[src/rtl/cpu_axi3_shim_if.sv]
// Bus bundles for the CPU AXI3 -> SoC AXI4 shim.
//
// cpu_axi3_shim_if       : AXI3-style port of the CPU core (4-bit len, 2-bit
//                          lock, W carries wid).
// cpu_axi3_shim_axi4_if  : AXI4 port towards the SoC AXI_BUS fabric (8-bit
//                          len, 1-bit lock, no wid).
//
// Both bundles offer a 'master' modport (drives AW/W/AR, consumes B/R) and a
// 'slave' modport (the mirror image).

interface cpu_axi3_shim_if #(
  parameter int ID_WIDTH   = 4,
  parameter int ADDR_WIDTH = 32,
  parameter int DATA_WIDTH = 32
);
  logic [ID_WIDTH-1:0]     awid;
  logic [ADDR_WIDTH-1:0]   awaddr;
  logic [3:0]              awlen;
  logic [2:0]              awsize;
  logic [1:0]              awburst;
  logic [1:0]              awlock;
  logic [3:0]              awcache;
  logic [2:0]              awprot;
  logic                    awvalid;
  logic                    awready;

  logic [ID_WIDTH-1:0]     wid;
  logic [DATA_WIDTH-1:0]   wdata;
  logic [DATA_WIDTH/8-1:0] wstrb;
  logic                    wlast;
  logic                    wvalid;
  logic                    wready;

  logic [ID_WIDTH-1:0]     bid;
  logic [1:0]              bresp;
  logic                    bvalid;
  logic                    bready;

  logic [ID_WIDTH-1:0]     arid;
  logic [ADDR_WIDTH-1:0]   araddr;
  logic [3:0]              arlen;
  logic [2:0]              arsize;
  logic [1:0]              arburst;
  logic [1:0]              arlock;
  logic [3:0]              arcache;
  logic [2:0]              arprot;
  logic                    arvalid;
  logic                    arready;

  logic [ID_WIDTH-1:0]     rid;
  logic [DATA_WIDTH-1:0]   rdata;
  logic [1:0]              rresp;
  logic                    rlast;
  logic                    rvalid;
  logic                    rready;

  modport master (
    output awid, awaddr, awlen, awsize, awburst, awlock, awcache, awprot, awvalid,
    input  awready,
    output wid, wdata, wstrb, wlast, wvalid,
    input  wready,
    input  bid, bresp, bvalid,
    output bready,
    output arid, araddr, arlen, arsize, arburst, arlock, arcache, arprot, arvalid,
    input  arready,
    input  rid, rdata, rresp, rlast, rvalid,
    output rready
  );

  modport slave (
    input  awid, awaddr, awlen, awsize, awburst, awlock, awcache, awprot, awvalid,
    output awready,
    input  wid, wdata, wstrb, wlast, wvalid,
    output wready,
    output bid, bresp, bvalid,
    input  bready,
    input  arid, araddr, arlen, arsize, arburst, arlock, arcache, arprot, arvalid,
    output arready,
    output rid, rdata, rresp, rlast, rvalid,
    input  rready
  );
endinterface

interface cpu_axi3_shim_axi4_if #(
  parameter int ID_WIDTH   = 4,
  parameter int ADDR_WIDTH = 32,
  parameter int DATA_WIDTH = 32
);
  logic [ID_WIDTH-1:0]     awid;
  logic [ADDR_WIDTH-1:0]   awaddr;
  logic [7:0]              awlen;
  logic [2:0]              awsize;
  logic [1:0]              awburst;
  logic                    awlock;
  logic [3:0]              awcache;
  logic [2:0]              awprot;
  logic                    awvalid;
  logic                    awready;

  logic [DATA_WIDTH-1:0]   wdata;
  logic [DATA_WIDTH/8-1:0] wstrb;
  logic                    wlast;
  logic                    wvalid;
  logic                    wready;

  logic [ID_WIDTH-1:0]     bid;
  logic [1:0]              bresp;
  logic                    bvalid;
  logic                    bready;

  logic [ID_WIDTH-1:0]     arid;
  logic [ADDR_WIDTH-1:0]   araddr;
  logic [7:0]              arlen;
  logic [2:0]              arsize;
  logic [1:0]              arburst;
  logic                    arlock;
  logic [3:0]              arcache;
  logic [2:0]              arprot;
  logic                    arvalid;
  logic                    arready;

  logic [ID_WIDTH-1:0]     rid;
  logic [DATA_WIDTH-1:0]   rdata;
  logic [1:0]              rresp;
  logic                    rlast;
  logic                    rvalid;
  logic                    rready;

  modport master (
    output awid, awaddr, awlen, awsize, awburst, awlock, awcache, awprot, awvalid,
    input  awready,
    output wdata, wstrb, wlast, wvalid,
    input  wready,
    input  bid, bresp, bvalid,
    output bready,
    output arid, araddr, arlen, arsize, arburst, arlock, arcache, arprot, arvalid,
    input  arready,
    input  rid, rdata, rresp, rlast, rvalid,
    output rready
  );

  modport slave (
    input  awid, awaddr, awlen, awsize, awburst, awlock, awcache, awprot, awvalid,
    output awready,
    input  wdata, wstrb, wlast, wvalid,
    output wready,
    output bid, bresp, bvalid,
    input  bready,
    input  arid, araddr, arlen, arsize, arburst, arlock, arcache, arprot, arvalid,
    output arready,
    output rid, rdata, rresp, rlast, rvalid,
    input  rready
  );
endinterface

[src/rtl/cpu_axi3_shim.sv]
// cpu_axi3_shim: sits between a CPU core's AXI3-style master port and the
// AXI4 SoC fabric. Widens len to 8 bits, narrows lock to 1 bit (only
// exclusive survives), caps in-flight reads and writes at MAX_OUTSTANDING,
// and offers a drain/quiesce handshake for isolating the core.
//
// Optional feature macro: CPU_AXI3_SHIM_WBUF_EN
//   defined   -> W beats pass through a W_DEPTH-entry FIFO (one cycle latency)
//   undefined -> W is a combinational pass-through
//
// Ports:
//   aclk            clock, rising edge
//   aresetn         synchronous, active-low reset
//   s_axi           AXI3 port from the core (slave modport)
//   m_axi           AXI4 port to the fabric (master modport)
//   drain_req       level request to quiesce
//   drain_ack       high while quiesced
//   rd_outstanding  reads in flight
//   wr_outstanding  writes in flight

module cpu_axi3_shim #(
  parameter int ID_WIDTH        = 4,
  parameter int ADDR_WIDTH      = 32,
  parameter int DATA_WIDTH      = 32,
  parameter int MAX_OUTSTANDING = 8,
  parameter int W_DEPTH         = 4
) (
  input  logic                         aclk,
  input  logic                         aresetn,
  cpu_axi3_shim_if.slave               s_axi,
  cpu_axi3_shim_axi4_if.master         m_axi,
  input  logic                         drain_req,
  output logic                         drain_ack,
  output logic [7:0]                   rd_outstanding,
  output logic [7:0]                   wr_outstanding
);

  localparam logic [7:0] MAX_CNT = 8'(MAX_OUTSTANDING);

  typedef enum logic [1:0] {ST_RUN, ST_DRAINING, ST_DRAINED} state_t;

  state_t     r_state;
  state_t     w_state_next;
  logic       w_run;

  logic [7:0] r_rd_cnt;
  logic [7:0] r_wr_cnt;
  logic       r_ar_hold;
  logic       r_aw_hold;

  logic       w_ar_block;
  logic       w_aw_block;
  logic       w_ar_hs;
  logic       w_aw_hs;
  logic       w_r_done;
  logic       w_b_done;
  logic       w_wbuf_empty;
  logic       w_idle;
  logic       w_unused;

  // ---------------------------------------------------------------- FSM
  always_ff @(posedge aclk) begin
    if (!aresetn) r_state <= ST_RUN;
    else          r_state <= w_state_next;
  end

  always_comb begin
    w_state_next = r_state;
    case (r_state)
      ST_RUN:      if (drain_req) w_state_next = ST_DRAINING;
      ST_DRAINING: begin
        if (!drain_req)  w_state_next = ST_RUN;
        else if (w_idle) w_state_next = ST_DRAINED;
      end
      ST_DRAINED:  if (!drain_req) w_state_next = ST_RUN;
      default:     w_state_next = ST_RUN;
    endcase
  end

  always_comb begin
    w_run     = (r_state == ST_RUN);
    drain_ack = (r_state == ST_DRAINED);
  end

  // Quiesced means nothing in flight, nothing being offered and no buffered W.
  assign w_idle = (r_rd_cnt == 8'd0) && (r_wr_cnt == 8'd0) &&
                  !r_ar_hold && !r_aw_hold && w_wbuf_empty;

  // ------------------------------------------------------ address gating
  // A request already presented downstream must stay up until accepted, so
  // the hold flag overrides both the outstanding cap and the drain state.
  assign w_ar_block = !r_ar_hold && ((r_rd_cnt == MAX_CNT) || !w_run);
  assign w_aw_block = !r_aw_hold && ((r_wr_cnt == MAX_CNT) || !w_run);

  assign m_axi.arvalid = aresetn && s_axi.arvalid && !w_ar_block;
  assign s_axi.arready = aresetn && m_axi.arready && !w_ar_block;
  assign m_axi.awvalid = aresetn && s_axi.awvalid && !w_aw_block;
  assign s_axi.awready = aresetn && m_axi.awready && !w_aw_block;

  assign m_axi.arid    = s_axi.arid;
  assign m_axi.araddr  = s_axi.araddr;
  assign m_axi.arlen   = {4'b0000, s_axi.arlen};
  assign m_axi.arsize  = s_axi.arsize;
  assign m_axi.arburst = s_axi.arburst;
  assign m_axi.arlock  = (s_axi.arlock == 2'b01);   // locked (2'b10) becomes normal
  assign m_axi.arcache = s_axi.arcache;
  assign m_axi.arprot  = s_axi.arprot;

  assign m_axi.awid    = s_axi.awid;
  assign m_axi.awaddr  = s_axi.awaddr;
  assign m_axi.awlen   = {4'b0000, s_axi.awlen};
  assign m_axi.awsize  = s_axi.awsize;
  assign m_axi.awburst = s_axi.awburst;
  assign m_axi.awlock  = (s_axi.awlock == 2'b01);
  assign m_axi.awcache = s_axi.awcache;
  assign m_axi.awprot  = s_axi.awprot;

  // ----------------------------------------------------- response paths
  assign s_axi.rid    = m_axi.rid;
  assign s_axi.rdata  = m_axi.rdata;
  assign s_axi.rresp  = m_axi.rresp;
  assign s_axi.rlast  = m_axi.rlast;
  assign s_axi.rvalid = aresetn && m_axi.rvalid;
  assign m_axi.rready = aresetn && s_axi.rready;

  assign s_axi.bid    = m_axi.bid;
  assign s_axi.bresp  = m_axi.bresp;
  assign s_axi.bvalid = aresetn && m_axi.bvalid;
  assign m_axi.bready = aresetn && s_axi.bready;

  assign w_ar_hs  = m_axi.arvalid && m_axi.arready;
  assign w_aw_hs  = m_axi.awvalid && m_axi.awready;
  assign w_r_done = s_axi.rvalid && s_axi.rready && s_axi.rlast;
  assign w_b_done = s_axi.bvalid && s_axi.bready;

  // --------------------------------------------- outstanding counters
  always_ff @(posedge aclk) begin
    if (!aresetn) begin
      r_rd_cnt <= 8'd0;
      r_wr_cnt <= 8'd0;
    end else begin
      case ({w_ar_hs, w_r_done})
        2'b10:   if (r_rd_cnt != 8'hFF) r_rd_cnt <= r_rd_cnt + 8'd1;
        2'b01:   if (r_rd_cnt != 8'h00) r_rd_cnt <= r_rd_cnt - 8'd1;
        default: r_rd_cnt <= r_rd_cnt;
      endcase
      case ({w_aw_hs, w_b_done})
        2'b10:   if (r_wr_cnt != 8'hFF) r_wr_cnt <= r_wr_cnt + 8'd1;
        2'b01:   if (r_wr_cnt != 8'h00) r_wr_cnt <= r_wr_cnt - 8'd1;
        default: r_wr_cnt <= r_wr_cnt;
      endcase
    end
  end

  assign rd_outstanding = r_rd_cnt;
  assign wr_outstanding = r_wr_cnt;

  // ---------------------------------------------------- hold flags
  always_ff @(posedge aclk) begin
    if (!aresetn) begin
      r_ar_hold <= 1'b0;
      r_aw_hold <= 1'b0;
    end else begin
      if (w_ar_hs)            r_ar_hold <= 1'b0;
      else if (m_axi.arvalid) r_ar_hold <= 1'b1;
      if (w_aw_hs)            r_aw_hold <= 1'b0;
      else if (m_axi.awvalid) r_aw_hold <= 1'b1;
    end
  end

  // ------------------------------------------------------------ W path
`ifdef CPU_AXI3_SHIM_WBUF_EN
  localparam int PTR_W  = $clog2(W_DEPTH);
  localparam int WORD_W = DATA_WIDTH + DATA_WIDTH/8 + 1;

  logic [WORD_W-1:0] r_wmem [W_DEPTH];
  logic [PTR_W:0]    r_wr_ptr;
  logic [PTR_W:0]    r_rd_ptr;
  logic [WORD_W-1:0] w_rd_word;
  logic              w_full;
  logic              w_empty;
  logic              w_push;
  logic              w_pop;

  // Extra pointer MSB distinguishes full from empty when the indices match.
  assign w_empty = (r_wr_ptr == r_rd_ptr);
  assign w_full  = (r_wr_ptr[PTR_W] != r_rd_ptr[PTR_W]) &&
                   (r_wr_ptr[PTR_W-1:0] == r_rd_ptr[PTR_W-1:0]);

  // No bypass when full: a pop in the same cycle does not open a slot.
  assign s_axi.wready = aresetn && !w_full;
  assign m_axi.wvalid = aresetn && !w_empty;
  assign w_push       = s_axi.wvalid && s_axi.wready;
  assign w_pop        = m_axi.wvalid && m_axi.wready;

  always_ff @(posedge aclk) begin
    if (w_push) r_wmem[r_wr_ptr[PTR_W-1:0]] <= {s_axi.wdata, s_axi.wstrb, s_axi.wlast};
  end

  always_ff @(posedge aclk) begin
    if (!aresetn) begin
      r_wr_ptr <= '0;
      r_rd_ptr <= '0;
    end else begin
      if (w_push) r_wr_ptr <= r_wr_ptr + 1'b1;
      if (w_pop)  r_rd_ptr <= r_rd_ptr + 1'b1;
    end
  end

  // Head entry comes straight from storage: data is never combinational
  // from the core side.
  assign w_rd_word    = r_wmem[r_rd_ptr[PTR_W-1:0]];
  assign m_axi.wdata  = w_rd_word[WORD_W-1 -: DATA_WIDTH];
  assign m_axi.wstrb  = w_rd_word[DATA_WIDTH/8:1];
  assign m_axi.wlast  = w_rd_word[0];
  assign w_wbuf_empty = w_empty;

  assign w_unused = ^{s_axi.wid, ID_WIDTH, ADDR_WIDTH};
`else
  assign m_axi.wdata  = s_axi.wdata;
  assign m_axi.wstrb  = s_axi.wstrb;
  assign m_axi.wlast  = s_axi.wlast;
  assign m_axi.wvalid = aresetn && s_axi.wvalid;
  assign s_axi.wready = aresetn && m_axi.wready;
  assign w_wbuf_empty = 1'b1;

  assign w_unused = ^{s_axi.wid, ID_WIDTH, ADDR_WIDTH, DATA_WIDTH, W_DEPTH};
`endif

endmodule
[src/flat_wrapper.sv]
// flat-port wrapper written by rule: the top's interface ports become plain ports
module cpu_axi3_shim_flat 
#(
  parameter int ID_WIDTH        = 4,
  parameter int ADDR_WIDTH      = 32,
  parameter int DATA_WIDTH      = 32,
  parameter int MAX_OUTSTANDING = 8,
  parameter int W_DEPTH         = 4
)
  (aclk, aresetn, drain_req, drain_ack, rd_outstanding, wr_outstanding, s_axi_awid, s_axi_awaddr, s_axi_awlen, s_axi_awsize, s_axi_awburst, s_axi_awlock, s_axi_awcache, s_axi_awprot, s_axi_awvalid, s_axi_awready, s_axi_wid, s_axi_wdata, s_axi_wstrb, s_axi_wlast, s_axi_wvalid, s_axi_wready, s_axi_bid, s_axi_bresp, s_axi_bvalid, s_axi_bready, s_axi_arid, s_axi_araddr, s_axi_arlen, s_axi_arsize, s_axi_arburst, s_axi_arlock, s_axi_arcache, s_axi_arprot, s_axi_arvalid, s_axi_arready, s_axi_rid, s_axi_rdata, s_axi_rresp, s_axi_rlast, s_axi_rvalid, s_axi_rready, m_axi_awid, m_axi_awaddr, m_axi_awlen, m_axi_awsize, m_axi_awburst, m_axi_awlock, m_axi_awcache, m_axi_awprot, m_axi_awvalid, m_axi_awready, m_axi_wdata, m_axi_wstrb, m_axi_wlast, m_axi_wvalid, m_axi_wready, m_axi_bid, m_axi_bresp, m_axi_bvalid, m_axi_bready, m_axi_arid, m_axi_araddr, m_axi_arlen, m_axi_arsize, m_axi_arburst, m_axi_arlock, m_axi_arcache, m_axi_arprot, m_axi_arvalid, m_axi_arready, m_axi_rid, m_axi_rdata, m_axi_rresp, m_axi_rlast, m_axi_rvalid, m_axi_rready);
  cpu_axi3_shim_if #(.ID_WIDTH(ID_WIDTH), .ADDR_WIDTH(ADDR_WIDTH), .DATA_WIDTH(DATA_WIDTH)) s_axi_i ();
  cpu_axi3_shim_axi4_if #(.ID_WIDTH(ID_WIDTH), .ADDR_WIDTH(ADDR_WIDTH), .DATA_WIDTH(DATA_WIDTH)) m_axi_i ();
  input  logic aclk;
  input  logic aresetn;
  input  logic drain_req;
  output logic drain_ack;
  output logic [7:0] rd_outstanding;
  output logic [7:0] wr_outstanding;
  input wire logic [$bits(s_axi_i.awid)-1:0] s_axi_awid;
  input wire logic [$bits(s_axi_i.awaddr)-1:0] s_axi_awaddr;
  input wire logic [$bits(s_axi_i.awlen)-1:0] s_axi_awlen;
  input wire logic [$bits(s_axi_i.awsize)-1:0] s_axi_awsize;
  input wire logic [$bits(s_axi_i.awburst)-1:0] s_axi_awburst;
  input wire logic [$bits(s_axi_i.awlock)-1:0] s_axi_awlock;
  input wire logic [$bits(s_axi_i.awcache)-1:0] s_axi_awcache;
  input wire logic [$bits(s_axi_i.awprot)-1:0] s_axi_awprot;
  input wire logic [$bits(s_axi_i.awvalid)-1:0] s_axi_awvalid;
  output wire logic [$bits(s_axi_i.awready)-1:0] s_axi_awready;
  input wire logic [$bits(s_axi_i.wid)-1:0] s_axi_wid;
  input wire logic [$bits(s_axi_i.wdata)-1:0] s_axi_wdata;
  input wire logic [$bits(s_axi_i.wstrb)-1:0] s_axi_wstrb;
  input wire logic [$bits(s_axi_i.wlast)-1:0] s_axi_wlast;
  input wire logic [$bits(s_axi_i.wvalid)-1:0] s_axi_wvalid;
  output wire logic [$bits(s_axi_i.wready)-1:0] s_axi_wready;
  output wire logic [$bits(s_axi_i.bid)-1:0] s_axi_bid;
  output wire logic [$bits(s_axi_i.bresp)-1:0] s_axi_bresp;
  output wire logic [$bits(s_axi_i.bvalid)-1:0] s_axi_bvalid;
  input wire logic [$bits(s_axi_i.bready)-1:0] s_axi_bready;
  input wire logic [$bits(s_axi_i.arid)-1:0] s_axi_arid;
  input wire logic [$bits(s_axi_i.araddr)-1:0] s_axi_araddr;
  input wire logic [$bits(s_axi_i.arlen)-1:0] s_axi_arlen;
  input wire logic [$bits(s_axi_i.arsize)-1:0] s_axi_arsize;
  input wire logic [$bits(s_axi_i.arburst)-1:0] s_axi_arburst;
  input wire logic [$bits(s_axi_i.arlock)-1:0] s_axi_arlock;
  input wire logic [$bits(s_axi_i.arcache)-1:0] s_axi_arcache;
  input wire logic [$bits(s_axi_i.arprot)-1:0] s_axi_arprot;
  input wire logic [$bits(s_axi_i.arvalid)-1:0] s_axi_arvalid;
  output wire logic [$bits(s_axi_i.arready)-1:0] s_axi_arready;
  output wire logic [$bits(s_axi_i.rid)-1:0] s_axi_rid;
  output wire logic [$bits(s_axi_i.rdata)-1:0] s_axi_rdata;
  output wire logic [$bits(s_axi_i.rresp)-1:0] s_axi_rresp;
  output wire logic [$bits(s_axi_i.rlast)-1:0] s_axi_rlast;
  output wire logic [$bits(s_axi_i.rvalid)-1:0] s_axi_rvalid;
  input wire logic [$bits(s_axi_i.rready)-1:0] s_axi_rready;
  output wire logic [$bits(m_axi_i.awid)-1:0] m_axi_awid;
  output wire logic [$bits(m_axi_i.awaddr)-1:0] m_axi_awaddr;
  output wire logic [$bits(m_axi_i.awlen)-1:0] m_axi_awlen;
  output wire logic [$bits(m_axi_i.awsize)-1:0] m_axi_awsize;
  output wire logic [$bits(m_axi_i.awburst)-1:0] m_axi_awburst;
  output wire logic [$bits(m_axi_i.awlock)-1:0] m_axi_awlock;
  output wire logic [$bits(m_axi_i.awcache)-1:0] m_axi_awcache;
  output wire logic [$bits(m_axi_i.awprot)-1:0] m_axi_awprot;
  output wire logic [$bits(m_axi_i.awvalid)-1:0] m_axi_awvalid;
  input wire logic [$bits(m_axi_i.awready)-1:0] m_axi_awready;
  output wire logic [$bits(m_axi_i.wdata)-1:0] m_axi_wdata;
  output wire logic [$bits(m_axi_i.wstrb)-1:0] m_axi_wstrb;
  output wire logic [$bits(m_axi_i.wlast)-1:0] m_axi_wlast;
  output wire logic [$bits(m_axi_i.wvalid)-1:0] m_axi_wvalid;
  input wire logic [$bits(m_axi_i.wready)-1:0] m_axi_wready;
  input wire logic [$bits(m_axi_i.bid)-1:0] m_axi_bid;
  input wire logic [$bits(m_axi_i.bresp)-1:0] m_axi_bresp;
  input wire logic [$bits(m_axi_i.bvalid)-1:0] m_axi_bvalid;
  output wire logic [$bits(m_axi_i.bready)-1:0] m_axi_bready;
  output wire logic [$bits(m_axi_i.arid)-1:0] m_axi_arid;
  output wire logic [$bits(m_axi_i.araddr)-1:0] m_axi_araddr;
  output wire logic [$bits(m_axi_i.arlen)-1:0] m_axi_arlen;
  output wire logic [$bits(m_axi_i.arsize)-1:0] m_axi_arsize;
  output wire logic [$bits(m_axi_i.arburst)-1:0] m_axi_arburst;
  output wire logic [$bits(m_axi_i.arlock)-1:0] m_axi_arlock;
  output wire logic [$bits(m_axi_i.arcache)-1:0] m_axi_arcache;
  output wire logic [$bits(m_axi_i.arprot)-1:0] m_axi_arprot;
  output wire logic [$bits(m_axi_i.arvalid)-1:0] m_axi_arvalid;
  input wire logic [$bits(m_axi_i.arready)-1:0] m_axi_arready;
  input wire logic [$bits(m_axi_i.rid)-1:0] m_axi_rid;
  input wire logic [$bits(m_axi_i.rdata)-1:0] m_axi_rdata;
  input wire logic [$bits(m_axi_i.rresp)-1:0] m_axi_rresp;
  input wire logic [$bits(m_axi_i.rlast)-1:0] m_axi_rlast;
  input wire logic [$bits(m_axi_i.rvalid)-1:0] m_axi_rvalid;
  output wire logic [$bits(m_axi_i.rready)-1:0] m_axi_rready;
  assign s_axi_i.awid = s_axi_awid;
  assign s_axi_i.awaddr = s_axi_awaddr;
  assign s_axi_i.awlen = s_axi_awlen;
  assign s_axi_i.awsize = s_axi_awsize;
  assign s_axi_i.awburst = s_axi_awburst;
  assign s_axi_i.awlock = s_axi_awlock;
  assign s_axi_i.awcache = s_axi_awcache;
  assign s_axi_i.awprot = s_axi_awprot;
  assign s_axi_i.awvalid = s_axi_awvalid;
  assign s_axi_awready = s_axi_i.awready;
  assign s_axi_i.wid = s_axi_wid;
  assign s_axi_i.wdata = s_axi_wdata;
  assign s_axi_i.wstrb = s_axi_wstrb;
  assign s_axi_i.wlast = s_axi_wlast;
  assign s_axi_i.wvalid = s_axi_wvalid;
  assign s_axi_wready = s_axi_i.wready;
  assign s_axi_bid = s_axi_i.bid;
  assign s_axi_bresp = s_axi_i.bresp;
  assign s_axi_bvalid = s_axi_i.bvalid;
  assign s_axi_i.bready = s_axi_bready;
  assign s_axi_i.arid = s_axi_arid;
  assign s_axi_i.araddr = s_axi_araddr;
  assign s_axi_i.arlen = s_axi_arlen;
  assign s_axi_i.arsize = s_axi_arsize;
  assign s_axi_i.arburst = s_axi_arburst;
  assign s_axi_i.arlock = s_axi_arlock;
  assign s_axi_i.arcache = s_axi_arcache;
  assign s_axi_i.arprot = s_axi_arprot;
  assign s_axi_i.arvalid = s_axi_arvalid;
  assign s_axi_arready = s_axi_i.arready;
  assign s_axi_rid = s_axi_i.rid;
  assign s_axi_rdata = s_axi_i.rdata;
  assign s_axi_rresp = s_axi_i.rresp;
  assign s_axi_rlast = s_axi_i.rlast;
  assign s_axi_rvalid = s_axi_i.rvalid;
  assign s_axi_i.rready = s_axi_rready;
  assign m_axi_awid = m_axi_i.awid;
  assign m_axi_awaddr = m_axi_i.awaddr;
  assign m_axi_awlen = m_axi_i.awlen;
  assign m_axi_awsize = m_axi_i.awsize;
  assign m_axi_awburst = m_axi_i.awburst;
  assign m_axi_awlock = m_axi_i.awlock;
  assign m_axi_awcache = m_axi_i.awcache;
  assign m_axi_awprot = m_axi_i.awprot;
  assign m_axi_awvalid = m_axi_i.awvalid;
  assign m_axi_i.awready = m_axi_awready;
  assign m_axi_wdata = m_axi_i.wdata;
  assign m_axi_wstrb = m_axi_i.wstrb;
  assign m_axi_wlast = m_axi_i.wlast;
  assign m_axi_wvalid = m_axi_i.wvalid;
  assign m_axi_i.wready = m_axi_wready;
  assign m_axi_i.bid = m_axi_bid;
  assign m_axi_i.bresp = m_axi_bresp;
  assign m_axi_i.bvalid = m_axi_bvalid;
  assign m_axi_bready = m_axi_i.bready;
  assign m_axi_arid = m_axi_i.arid;
  assign m_axi_araddr = m_axi_i.araddr;
  assign m_axi_arlen = m_axi_i.arlen;
  assign m_axi_arsize = m_axi_i.arsize;
  assign m_axi_arburst = m_axi_i.arburst;
  assign m_axi_arlock = m_axi_i.arlock;
  assign m_axi_arcache = m_axi_i.arcache;
  assign m_axi_arprot = m_axi_i.arprot;
  assign m_axi_arvalid = m_axi_i.arvalid;
  assign m_axi_i.arready = m_axi_arready;
  assign m_axi_i.rid = m_axi_rid;
  assign m_axi_i.rdata = m_axi_rdata;
  assign m_axi_i.rresp = m_axi_rresp;
  assign m_axi_i.rlast = m_axi_rlast;
  assign m_axi_i.rvalid = m_axi_rvalid;
  assign m_axi_rready = m_axi_i.rready;
  cpu_axi3_shim #(.ID_WIDTH(ID_WIDTH), .ADDR_WIDTH(ADDR_WIDTH), .DATA_WIDTH(DATA_WIDTH), .MAX_OUTSTANDING(MAX_OUTSTANDING), .W_DEPTH(W_DEPTH)) u_core (.aclk(aclk), .aresetn(aresetn), .s_axi(s_axi_i), .m_axi(m_axi_i), .drain_req(drain_req), .drain_ack(drain_ack), .rd_outstanding(rd_outstanding), .wr_outstanding(wr_outstanding));
endmodule
[config.mk]
export PLATFORM = sky130hd
export DESIGN_NAME = cpu_axi3_shim_flat
export DESIGN_NICKNAME = d
export VERILOG_FILES = /design/src/rtl/cpu_axi3_shim_if.sv /design/src/rtl/cpu_axi3_shim.sv /design/src/flat_wrapper.sv
export SDC_FILE = /design/constraint.sdc
export NUM_CORES = 1
export LEC_CHECK = 0
export ABC_AREA = 1
export BUFFER_PORTS_ARGS = -buffer_cell sky130_fd_sc_hd__buf_4
export CAP_MARGIN = 20
export CORE_AREA = 2 2 167 169
export DETAILED_ROUTE_END_ITERATION = 10
export DIE_AREA = 0 0 169 171
export PLACE_DENSITY = 0.42
export SLEW_MARGIN = 10
export SYNTH_ARGS = -nofsm -noshare
export SYNTH_HDL_FRONTEND = slang
export SYNTH_SLANG_ARGS = --single-unit
[constraint.sdc]
create_clock -name aclk -period 2.27 [get_ports aclk]
set_input_delay 0.227 -clock aclk [delete_from_list [all_inputs] [get_ports aclk]]
set_output_delay 0.227 -clock aclk [all_outputs]
set_load 0.05 [all_outputs]
==> After elaboration in Yosys (flattened, before gate mapping) <==
Cells that the tools add are included.
{ "op_classes": {"n_bitwise": 1, "eq_ne": 19, "reduce_logical": 43, "addsub": 4, "n_mux": 11} }
{ "ops": {"columns": ["operator", "count"], "rows": [
  ["two-way mux 8 bit", 4],
  ["one-hot mux 8 bit (2 select lines)", 2],
  ["logical AND 1 bit", 24],
  ["adder 8 x 1 -> 8 bit, second input constant", 2],
  ["== test 8 x 4 -> 1 bit, second input constant", 2],
  ["logical NOT 8 bit", 2],
  ["!= test 8 bit, second input constant", 2],
  ["nonzero test 8 bit", 2],
  ["subtractor 8 x 1 -> 8 bit, second input constant", 2],
  ["== test 2 x 1 -> 1 bit, second input constant", 5],
  ["AND reduction 3 bit", 3],
  ["two-way mux 2 bit", 4],
  ["!= test 2 x 1 -> 1 bit, second input constant", 4],
  ["== test 2 bit, second input constant", 3],
  ["one-hot mux 2 bit (3 select lines)", 1],
  ["logical NOT 1 bit", 5],
  ["!= test 2 bit, second input constant", 2],
  ["nonzero test 2 bit", 2],
  ["OR reduction 2 bit", 2],
  ["!= test 3 x 2 -> 1 bit, second input constant", 1],
  ["logical NOT 2 bit", 1],
  ["logical OR 1 bit", 2],
  ["inverter 1 bit", 1]
]} }
{ "totals": {"input_bits": 207, "ff_bits": 20, "output_inout_bits": 223} }

==> Longest topological paths before layout <==
{ "depth": {"depth_word": 10, "mapped_depth": 17, "mapped_depth_nobuf": 17} }

==> Least setup slack after synthesis <==
Ideal clock, no wire load.
{ "synth_timing": {"path_kind": "flip-flop to flip-flop", "from": "reg u_core.r_rd_cnt[0], in the netlist u_core.rd_outstanding[0]", "to": "reg u_core.r_rd_cnt[4], in the netlist u_core.rd_outstanding[4]", "arrival_ps": 2652, "path_slack_ps": -499, "t_required_ps": 2154, "period_less_slack_ps": 2769, "path_stages_with_launch": 17, "setup_ps": 116, "n_path_buf": 0, "cell_sequence": "dfxtp_1 > nor2_1 > nand3b_1 > o21ai_0 > nand2_1 > nand3_1 > nor2_1 > inv_1 > ha_1 > ha_1 > nand2_1 > inv_1 > nor2_1 > nand2_1 > or2_2 > a21oi_1 > nor2_1"} }
{ "synth_via": {"elab_chain_cells": 9, "elab_cells_between_ends": 19, "classes_between": "2 x add/sub; 6 x eq/ne; 3 x mux; 8 x reduce/logical"} }
{ "synth_rtl": {"columns": ["element", "line", "source"], "rows": [
  ["start, declared", "cpu_axi3_shim.sv:45", "logic [7:0] r_rd_cnt;"],
  ["start signal, assigned", "cpu_axi3_shim.sv:142", "2'b10: if (r_rd_cnt != 8'hFF) r_rd_cnt <= r_rd_cnt + 8'd1;"],
  ["start signal, assigned", "cpu_axi3_shim.sv:143", "2'b01: if (r_rd_cnt != 8'h00) r_rd_cnt <= r_rd_cnt - 8'd1;"],
  ["start signal, assigned", "cpu_axi3_shim.sv:144", "default: r_rd_cnt <= r_rd_cnt;"],
  ["== test 8 x 4 -> 1 bit", "cpu_axi3_shim.sv:91", "assign w_ar_block = !r_ar_hold && ((r_rd_cnt == MAX_CNT) || !w_run);"],
  ["logical OR 1 bit", "cpu_axi3_shim.sv:91", null],
  ["logical AND 1 bit", "cpu_axi3_shim.sv:91", null],
  ["logical NOT 1 bit", "cpu_axi3_shim.sv:94", "assign m_axi.arvalid = aresetn && s_axi.arvalid && !w_ar_block;"],
  ["logical AND 1 bit", "cpu_axi3_shim.sv:94", null],
  ["logical AND 1 bit", "cpu_axi3_shim.sv:130", "assign w_ar_hs = m_axi.arvalid && m_axi.arready;"],
  ["== test 2 x 1 -> 1 bit or == test 2 bit (tied branches)", "cpu_axi3_shim.sv:141", "case ({w_ar_hs, w_r_done})"],
  ["!= test 2 x 1 -> 1 bit (no source line) or nonzero test 2 bit (tied branches)", null, null],
  ["AND reduction 3 bit (no source line)", null, null]
]} }
Parallel ways exist; a longest one is shown, timed or not. The select of a mux whose other input is x is not followed.
A chain may end at the register's enable or synchronous reset.

==> Worst setup path after layout <==
{ "layout_timing": {"from": "reg u_core.r_rd_cnt[1], in the netlist u_core.rd_outstanding[1]", "to": "reg u_core.r_rd_cnt[7], in the netlist u_core.rd_outstanding[7]"} }
Same word-level chain as after synthesis.

==> results summary <==
The classification of the worst-slack hold path is input pin to flip-flop. The worst setup path is captured at a flip-flop. After the last flow step, the layout net total stands at 630. The remaining global-route overflow is 0. The critical path class is flip-flop to flip-flop. The count of fill cells added during filler insertion is 3146. Sorting the synthesized cells by area gives the leading types as buf_4 45%, dfxtp_1 12%, nand2_1 9.1%. STA classifies the critical path startpoint as a flip-flop. The clock passes through at most 2 buffers. The met2 capacity usage during global routing came out at 9.89%. The time the worst path needs with I/O delays and setup came out at 2.27 ns. The summed instance area of the synthesized netlist is 3210 µm². The number of buffers created by CTS is 3. The biggest fanout along the worst timing path is 8. For this run, the leading register cell type out of synthesis is dfxtp_1. The run finished with clean final reports. The arrival time of data at the critical path endpoint is 2.41 ns. The total die area is 28900 µm².

The worst-case clock skew came out at 0.00150 ns. Setup repair after global routing could not meet its margin everywhere. The clock transition time at the flip-flop clock pins of the worst setup and hold paths is 0.06 ns.

The placeable core region is 27300 µm². For met3 alone, demand over resource in global routing was 5.94%. The average size of a mapped cell came out at 6.62 µm². Before antenna repair, the detailed router went through 4 iterations. The total chip power is 1.51 mW. The number of antenna diodes in the final layout is 0. The number of storage elements in the synthesis netlist is 20. The starting DRC count in detailed routing came out at 82. The total of endpoints with negative setup slack in the final report is 0. The die boundary height is 171 µm. The global routing met1 resource utilization came out at 6.21%. At the worst endpoint, the required time is 2.41 ns. The number of input and output port buffers inserted is 47. By count the netlist is led by 194 x buf_4, 78 x nand2_1, 53 x inv_1, 43 x nor2_1.

The standard-cell row count came out at 61. The starting density of the core came out at 11.8%. In this run the most used layer during global routing was met2.

The cell type with the highest aggregate area in the netlist is buf_4. The wire length of the first global-routing pass is 15100 µm. The die span in x is 169 µm.

Across all layers, the routed design uses 2396 vias. For this run, the register share of the synthesized area comes to 12.5%. The portion of the clock cycle consumed by the worst path in the final layout came out at 99.9%.

The final hold violation count is 0. The clock tree from TritonCTS is done. The level count of the clock H-tree is 1. The number of different library cells in the post-synthesis netlist came out at 28. The placed instances occupy a cell area of 2990 µm². Global routing used 7.28% of the available tracks across all layers. The fraction of registers with async set/reset is 0%.

The number of pins exceeding their max-slew limit in the final report is 0. The final standard cell area without fillers is 3490 µm². The synthesized instance count came out at 485. The post-detailed-route DRC marker count came out at 0. Pin placement for this block handled 430 I/O pins. Counting flops with a built-in enable in the synthesized netlist gives 0. The number of global-route vias before repair came out at 2275. The average wire per standard cell is 15.4 µm. The area added between synthesis and finish came out at 8.77%. In this run the clock root is driven by a clkbuf_16. The initial antenna violation count is 0.

For this run, the number of Yosys warnings is 0. Cells with a size suffix above 1 make up 48.3% of the layout. The detail route stage leaves a number of antenna-violating nets equal to 0. The number of max-capacitance violations reported is 0. The final wirelength came out at 11500 µm.

Derived from the worst setup path, the maximum achievable clock frequency is 441 MHz. Routability-driven placement finished with a final weighted congestion of 0.739. The clock net sink count is 20.

The final HPWL from detailed placement is 9320 µm. buf_4 is the most common cell in the netlist. The via density per instance is 3.19. The total power divided by cell area is 433 nW/µm². The clock insertion delay at the later pin of the skew report is 0.25 ns. The top cell type's share of synthesized area came out at 45.4%.

The peak supply drop came out at 0.221 mV. The pin count of the biggest net entering global routing came out at 19. In this run the static leakage power is 1.64 nW.
## placed cells by master (no fill, tap or decap), types with 4 or more instances in the layout
| master | Yosys | routed |
|---|---|---|
| a21oi_1 | 16 | 12 |
| a21oi_2 | 2 | 6 |
| buf_4 | 194 | 101 |
| buf_6 | 1 | 4 |
| conb_1 | 1 | 8 |
| dfxtp_2 | 0 | 6 |
| dfxtp_4 | 0 | 12 |
| ha_4 | 0 | 13 |
| inv_1 | 53 | 43 |
| inv_2 | 1 | 8 |
| nand2_1 | 78 | 66 |
| nand2_2 | 3 | 14 |
| nand3_1 | 20 | 15 |
| nand3_2 | 1 | 4 |
| nand3b_1 | 4 | 4 |
| nor2_1 | 43 | 33 |
| nor2_2 | 1 | 5 |
| nor2_4 | 0 | 6 |
| o21ai_0 | 10 | 7 |
| xor2_1 | 5 | 4 |
## per-stage QoR
step	setup slack [ns]	hold WS (ns)	instances	TNS [ns]	utilization, %
after floorplan	0.00103	0.370	492	0	-
after global placement	-0.237	0.454	732	-1.79	11.0
after detailed placement	-0.241	0.454	732	-1.95	11.0
after CTS	0.000729	0.255	744	0	12.0
after global routing	-0.132	0.258	750	-0.909	12.8
final	0.00114	0.245	750	0	12.8
## worst paths after layout
check	from	to	depth (start not counted)	slack [ns]
max reg2reg	u_core.rd_outstanding[1]$_SDFFE_PN0P_	u_core.rd_outstanding[7]$_SDFFE_PN0P_	17	0.001
min	drain_req	u_core.r_state[0]$_SDFFE_PN0P_	3	0.25
min reg2reg	u_core.r_state[1]$_SDFFE_PN0P_	u_core.r_state[1]$_SDFFE_PN0P_	2	0.54
max	u_core.rd_outstanding[1]$_SDFFE_PN0P_	u_core.rd_outstanding[7]$_SDFFE_PN0P_	17	0.001
## final cells by class
class,instances,area [µm²],area share (%)
multi-input cells,220,1490,42.7
repair buffers,106,823,23.6
well taps,346,433,12.4
flip-flops and latches,20,453,13.0
clock inverters,1,3.75,0.107
inverters,54,213,6.09
clock buffers,3,75.1,2.15
## per-layer routing
| metal | vias up | wire length [µm] |
|---|---|---|
| li1 | 1119 | - |
| met1 | 983 | 3350 |
| met2 | 174 | 4670 |
| met3 | 120 | 2280 |
| met4 | 0 | 1240 |
| met5 | - | 0 |
## timing repair
item	CTS	global route
setup buffers	9	6
hold buffers	0	0
gates resized for setup	31	41
pin swaps	16	42
endpoints found under the setup margin	12	13
## worst max-delay path: stages, from the launching register on
cell and delay, ns:
dfxtp_4 0.35, nor2_4 0.10, nand3b_1 0.11, o21ai_2 0.15, nand2_1 0.09, nand3_2 0.10
nor2_4 0.04, inv_2 0.06, ha_4 0.26, ha_4 0.26, nand2_1 0.12, nand3_4 0.12
nand2_2 0.09, nand2_1 0.05, nand2_1 0.05, nand2_1 0.08, nand2_1 0.06, a21oi_1 0.05
## report_power, final
group          leakage [nW]  internal (mW)  switching (mW)
sequential            0.175          0.379          0.0215
combinational          1.42          0.306           0.435
clock                0.0385          0.235           0.137
total                  1.64          0.919           0.594
## registers in the layout (all words and copies together) (netlist names)
signal / cells
u_core.r_aw_hold: 1
u_core.rd_outstanding: 8
u_core.r_ar_hold: 1
u_core.wr_outstanding: 8
u_core.r_state: 2
## cells by family (layout without fill, tap and decap cells)
group | count (synthesis) | in the layout | synth area share, %
buf+inv | 252 | 164 | 52.4
fa+ha+maj | 18 | 18 | 7.48
simple gates | 156 | 156 | 20.4
other cells | 1 | 8 | 0.117
xor+xnor | 7 | 7 | 1.91
flops | 20 | 20 | 12.5
compound gates | 31 | 31 | 5.22
Power figures use the tool's default switching activity.
